===== src/rtl/elevator_ctrl_n.sv =====
// elevator_ctrl_n: N-floor elevator controller with latched calls, SCAN scheduling and timed doors.
module elevator_ctrl_n #(
    parameter int NUM_FLOORS  = 4,
    parameter int MOVE_CYCLES = 3,
    parameter int DOOR_CYCLES = 2,
    localparam int FLOOR_W    = $clog2(NUM_FLOORS)
) (
    input  logic                  clk,
    input  logic                  reset,
    input  logic [NUM_FLOORS-1:0] req,
    output logic [FLOOR_W-1:0]    cur_floor,
    output logic                  dir_up,
    output logic                  moving,
    output logic                  door_open,
    output logic [NUM_FLOORS-1:0] pending,
    output logic                  r,
    output logic                  g
);
    localparam int MCW = $clog2(MOVE_CYCLES + 1);
    localparam int DCW = $clog2(DOOR_CYCLES + 1);
    typedef enum logic [1:0] {IDLE, MOVE, DOOR} state_t;
    state_t                r_state;
    logic [FLOOR_W-1:0]    r_floor;
    logic                  r_dir;
    logic                  r_moving;
    logic                  r_door;
    logic [NUM_FLOORS-1:0] r_pend;
    logic [MCW-1:0]        r_mcnt;
    logic [DCW-1:0]        r_dcnt;
    logic                  w_move_done;
    logic [FLOOR_W-1:0]    w_next_floor;
    logic [FLOOR_W-1:0]    w_ref;
    logic                  w_above;
    logic                  w_below;
    logic                  w_here;
    logic                  w_dir;
    logic                  w_hold;
    logic                  w_open;
    logic [NUM_FLOORS-1:0] w_set;
    logic [NUM_FLOORS-1:0] w_clr;
    assign w_move_done  = r_state == MOVE && r_mcnt == MCW'(MOVE_CYCLES - 1);
    assign w_next_floor = r_dir ? r_floor + FLOOR_W'(1) : r_floor - FLOOR_W'(1);
    // decisions are taken from the floor the car will occupy after this edge
    assign w_ref        = w_move_done ? w_next_floor : r_floor;
    assign w_here       = r_pend[w_ref];
    always_comb begin
        w_above = 1'b0;
        w_below = 1'b0;
        for (int i = 0; i < NUM_FLOORS; i++) begin
            if (r_pend[i] && i > int'(w_ref)) w_above = 1'b1;
            if (r_pend[i] && i < int'(w_ref)) w_below = 1'b1;
        end
    end
    // SCAN: keep heading while work lies ahead, otherwise turn toward what remains
    assign w_dir  = (w_ref == FLOOR_W'(NUM_FLOORS - 1)) ? 1'b0 :
                    (w_ref == '0) ? 1'b1 :
                    (w_above && w_below) ? r_dir :
                    w_above ? 1'b1 : w_below ? 1'b0 : r_dir;
    assign w_hold = r_state == DOOR && req[r_floor];
    assign w_open = w_here && (r_state == IDLE || w_move_done);
    assign w_set  = req & ~((r_state == DOOR) ? NUM_FLOORS'(1) << r_floor : '0);
    assign w_clr  = w_open ? NUM_FLOORS'(1) << w_ref : '0;
    always_ff @(posedge clk or negedge reset) begin
        if (!reset) begin
            r_state  <= IDLE;
            r_floor  <= '0;
            r_dir    <= 1'b1;
            r_moving <= 1'b0;
            r_door   <= 1'b0;
            r_pend   <= '0;
            r_mcnt   <= '0;
            r_dcnt   <= '0;
        end else begin
            r_pend <= (r_pend | w_set) & ~w_clr;
            case (r_state)
                IDLE: begin
                    if (w_here) begin
                        r_state <= DOOR;
                        r_door  <= 1'b1;
                        r_dcnt  <= '0;
                        r_dir   <= w_dir;
                    end else if (w_above || w_below) begin
                        r_state  <= MOVE;
                        r_moving <= 1'b1;
                        r_mcnt   <= '0;
                        r_dir    <= w_dir;
                    end
                end
                MOVE: begin
                    if (w_move_done) begin
                        r_floor <= w_next_floor;
                        r_mcnt  <= '0;
                        if (w_here) begin
                            r_state  <= DOOR;
                            r_moving <= 1'b0;
                            r_door   <= 1'b1;
                            r_dcnt   <= '0;
                        end else begin
                            r_dir <= w_dir;
                        end
                    end else begin
                        r_mcnt <= r_mcnt + MCW'(1);
                    end
                end
                DOOR: begin
                    if (w_hold) begin
                        r_dcnt <= '0;
                    end else if (r_dcnt == DCW'(DOOR_CYCLES - 1)) begin
                        r_door <= 1'b0;
                        r_dir  <= w_dir;
                        if (w_above || w_below) begin
                            r_state  <= MOVE;
                            r_moving <= 1'b1;
                            r_mcnt   <= '0;
                        end else begin
                            r_state <= IDLE;
                        end
                    end else begin
                        r_dcnt <= r_dcnt + DCW'(1);
                    end
                end
                default: r_state <= IDLE;
            endcase
        end
    end
    assign cur_floor = r_floor;
    assign dir_up    = r_dir;
    assign moving    = r_moving;
    assign door_open = r_door;
    assign pending   = r_pend;
    assign r         = ~r_door;
    assign g         = r_door;
endmodule


===== config.mk =====
export PLATFORM = sky130hd
export DESIGN_NAME = elevator_ctrl_n
export DESIGN_NICKNAME = d
export VERILOG_FILES = /design/src/rtl/elevator_ctrl_n.sv
export SDC_FILE = /design/constraint.sdc
export NUM_CORES = 1
export LEC_CHECK = 0
export BUFFER_PORTS_ARGS = -buffer_cell sky130_fd_sc_hd__buf_2
export CORE_ASPECT_RATIO = 0.9
export CORE_MARGIN = 1.5
export CORE_UTILIZATION = 50
export CTS_CLUSTER_SIZE = 10
export DETAILED_ROUTE_END_ITERATION = 16
export PLACE_DENSITY = 0.78
export SLEW_MARGIN = 15
export SYNTH_ARGS = -nofsm -noshare
export SYNTH_HDL_FRONTEND = slang
export SYNTH_SLANG_ARGS = --single-unit

===== constraint.sdc =====
create_clock -name clk -period 6.53 [get_ports clk]
set_clock_uncertainty 0.15 [all_clocks]
set_input_delay 1.959 -clock clk [delete_from_list [all_inputs] [get_ports clk]]
set_output_delay 1.959 -clock clk [all_outputs]
set_load 0.03 [all_outputs]

==> results.json <==
{
  "cts_buffers": 3,
  "ir_worst_vdd_uv": 307,
  "crit_chain": "buf_2 > mux4_2 > nand2b_1 > inv_1 > o21ai_0 > a311oi_2 > mux2_4",
  "post-cts-setup-buffers": 0,
  "nets": 158,
  "p_seq_share_pct": 32.9,
  "yosysUniqueCellTypes": 58,
  "placed_cells": 173,
  "cp-end-kind": "flop",
  "fillers": 204,
  "slowest_delay_ps": 470,
  "io_buffers": 16,
  "io_pins": 17,
  "globalplace.congestion": 0.801,
  "async_reset_ff_share_pct": 100,
  "cts.htree.levels": 1,
  "required_ps": 6610,
  "fin_crit_sh_pct": 53.5,
  "worstMarginPinSlew_ps": 598,
  "cts_resized": 0,
  "seq_area_sq_um": 377,
  "ctsHoldBuffers": 0,
  "critPathLaunchType": "input pin",
  "cts_tree": "done",
  "drive_above_1_share_pct": 24.0,
  "p_clk_share_pct": 8.2,
  "crit_arrival_ps": 3570,
  "holdPathEnd": "r_dcnt[1]",
  "syn_area_per_cell_sq_um": 8.84,
  "relSlewSlack_pct": 60.1,
  "grt_pass1_wl_mm": 4.59,
  "wl_mm": 2.66,
  "synth-warning-count": 0,
  "ff2ff_setup_slack_ps": 3660,
  "synth_area_leaders": "dfrtp_1 (28%), nor2_1 (6.1%), a21oi_1 (2.8%)",
  "p_sw_mw": 0.349,
  "start_util_pct": 54.7,
  "fin_crit_ps": 3490,
  "num_rows": 16,
  "status": "complete, no violations",
  "synth.top_cell.area_share_pct": 28.3,
  "critPathKind": "in -> reg",
  "p_int_mw": 0.304,
  "synth-main-ff-cell": "dfrtp_1",
  "min_path_type": "reg -> reg",
  "grt_pass1_vias": 1039,
  "min_from": "r_dcnt[1]",
  "avgRoutedWirePerCell_um": 15.0,
  "pwr-share-comb_pct": 58.9,
  "cts_sinks": 15,
  "fin_setup_tns_ps": 0,
  "leakagePower_nw": 0.535,
  "core_sq_mm": 0.00226,
  "cts_buffer_depth": 2,
  "synth_area_leader_cell": "dfrtp_1",
  "min_path_cells": 1,
  "hold_viol_final": 0,
  "area_growth_pct": 5.76,
  "antenna_found_initial": 0,
  "maxCapViolCount": 0,
  "insertion_delay_ps": 290,
  "r2r_cells": 6,
  "cts-root-buf": "clkbuf_4",
  "ys_ff_latch": 15,
  "timing.rr.end": "r_dcnt[0]",
  "dpl.hpwl_mm": 2.04,
  "slew_violations": 0,
  "die_x_um": 55.4,
  "synthesis.nets": 147,
  "gr-usage-all-layers_pct": 20.8,
  "ant_nets": 0,
  "vias_per_cell": 6.26,
  "multi_input_area_sq_um": 753,
  "die_height_um": 50.2,
  "worst-path-max-fanout": 4,
  "grt_max_degree": 19,
  "cellPowerDensity_mw_per_mm2": 499,
  "rsz0062_at_grt": "false",
  "dieArea_sq_mm": 0.00278,
  "critPathSlowestCell": "mux4_2",
  "syn_area_sq_mm": 0.00124,
  "p_sw_share_pct": 53.5,
  "clock.fmax_mhz": 286,
  "drtIter0Drc": 35,
  "seq_area_frac_synth_pct": 30.4,
  "setup_violations": 0,
  "clk_pin_slew_ps": 100,
  "antenna_cells": 0,
  "num_vias": 1108,
  "overflow": 0,
  "route.detailed.drc": 0,
  "dr.pass1.iters": 4,
  "fin_cells": 177,
  "syn_inst": 140,
  "reg2reg_from": "r_state[1]",
  "synth_edf_count": 0
}
layout by cell type, fill, tap and decap left out, drive strengths merged, types with 2 or more instances in the layout:
cell	instances
o22ai	4
buf	16
nor3	4
mux2	3
o21ai	6
nand2b	4
and2	2
nand2	9
a311oi	5
a21oi	8
xor2	5
clkinv	2
inv	9
dfrtp	14
a32oi	2
a22oi	2
a31oi	2
a211oi	4
nor2	20
or3	3
clkbuf	3
cells by family after synthesis:
kind of cell | share of synthesized area (%)
flip-flops | 30.4
AND/OR/NAND/NOR | 22.2
XOR/XNOR | 4.85
multiplexers | 5.66
adder cells (fa/ha/maj) | 1.01
buffers and inverters | 8.69
AO/OA/AOI/OAI | 27.1
synthesized netlist by cell type (2+ instances only):
| library cell | n |
|---|---|
| xor2_1 | 4 |
| nor2_1 | 20 |
| buf_6 | 2 |
| inv_1 | 9 |
| o21ai_0 | 5 |
| o22ai_1 | 3 |
| a211oi_1 | 4 |
| dfrtp_1 | 14 |
| a22oi_1 | 2 |
| nand2_1 | 9 |
| a21oi_1 | 7 |
| buf_4 | 3 |
| a32oi_1 | 2 |
| a311oi_1 | 4 |
| mux2_1 | 2 |
| a31oi_1 | 2 |
| or3_1 | 2 |
| nand2b_1 | 4 |
| nor3_1 | 3 |
state kept, by name, indices dropped and copies added, names as in the netlist:
name       cells
cur_floor      2
dir_up         1
door_open      1
moving         1
pending        4
r_dcnt         2
r_mcnt         2
r_state        2
routing by layer:
layer	vias to the layer above	GRT usage [%]	wire length, um
li1	536	-	-
met3	6	4.38	133
met1	540	26.7	1160
met2	26	36.1	1340
met5	-	0	0
met4	0	5.28	34
through the flow:
step / power (mW) / hold WS, ps / area, sq um / setup slack (ps) / util, %
3_3_place_gp: 0.578 / 317 / 1280 / 2790 / 56.6
4_1_cts: 0.653 / 368 / 1310 / 3040 / 57.9
6_report: 0.652 / 359 / 1310 / 3040 / 57.9
2_1_floorplan: 0.526 / 308 / 1240 / 2960 / -
5_1_grt: 0.710 / 386 / 1310 / 2980 / 57.9
3_5_place_dp: 0.599 / 347 / 1280 / 2730 / 56.6
power groups by stage:
stage | registers, mW | clock network [mW] | logic [mW]
after floorplan | 0.200 | 0 | 0.326
after global placement | 0.211 | 0 | 0.367
after detailed placement | 0.214 | 0 | 0.385
after CTS | 0.212 | 0.0550 | 0.386
after global routing | 0.224 | 0.0622 | 0.424
final | 0.214 | 0.0535 | 0.385
how the worst max path moves through the flow:
stage,start,to,slack (ps),cells past startpoint
floorplan,req[3],dir_up,2960,6
global placement,req[3],dir_up,2790,7
detailed placement,req[3],dir_up,2730,7
CTS,req[3],dir_up,3040,7
global route,cur_floor[0],cur_floor[0],2980,1
finish,req[3],dir_up,3040,7
cell type report:
type | count | share of cell area (%)
multi-input cells | 105 | 57.6
inverters | 10 | 2.87
flip-flops and latches | 15 | 28.8
repair buffers | 16 | 6.12
clock inverters | 1 | 0.382
clock buffers | 3 | 1.72
well taps | 27 | 2.58
worst max-delay path, delay by kind of cell:
kind                   cells  cell delay (ps)
AO/OA/AOI/OAI              2              420
buffers and inverters      2              200
AND/OR/NAND/NOR            1              200
multiplexers               2              790
(Power assumes the default switching activity.)
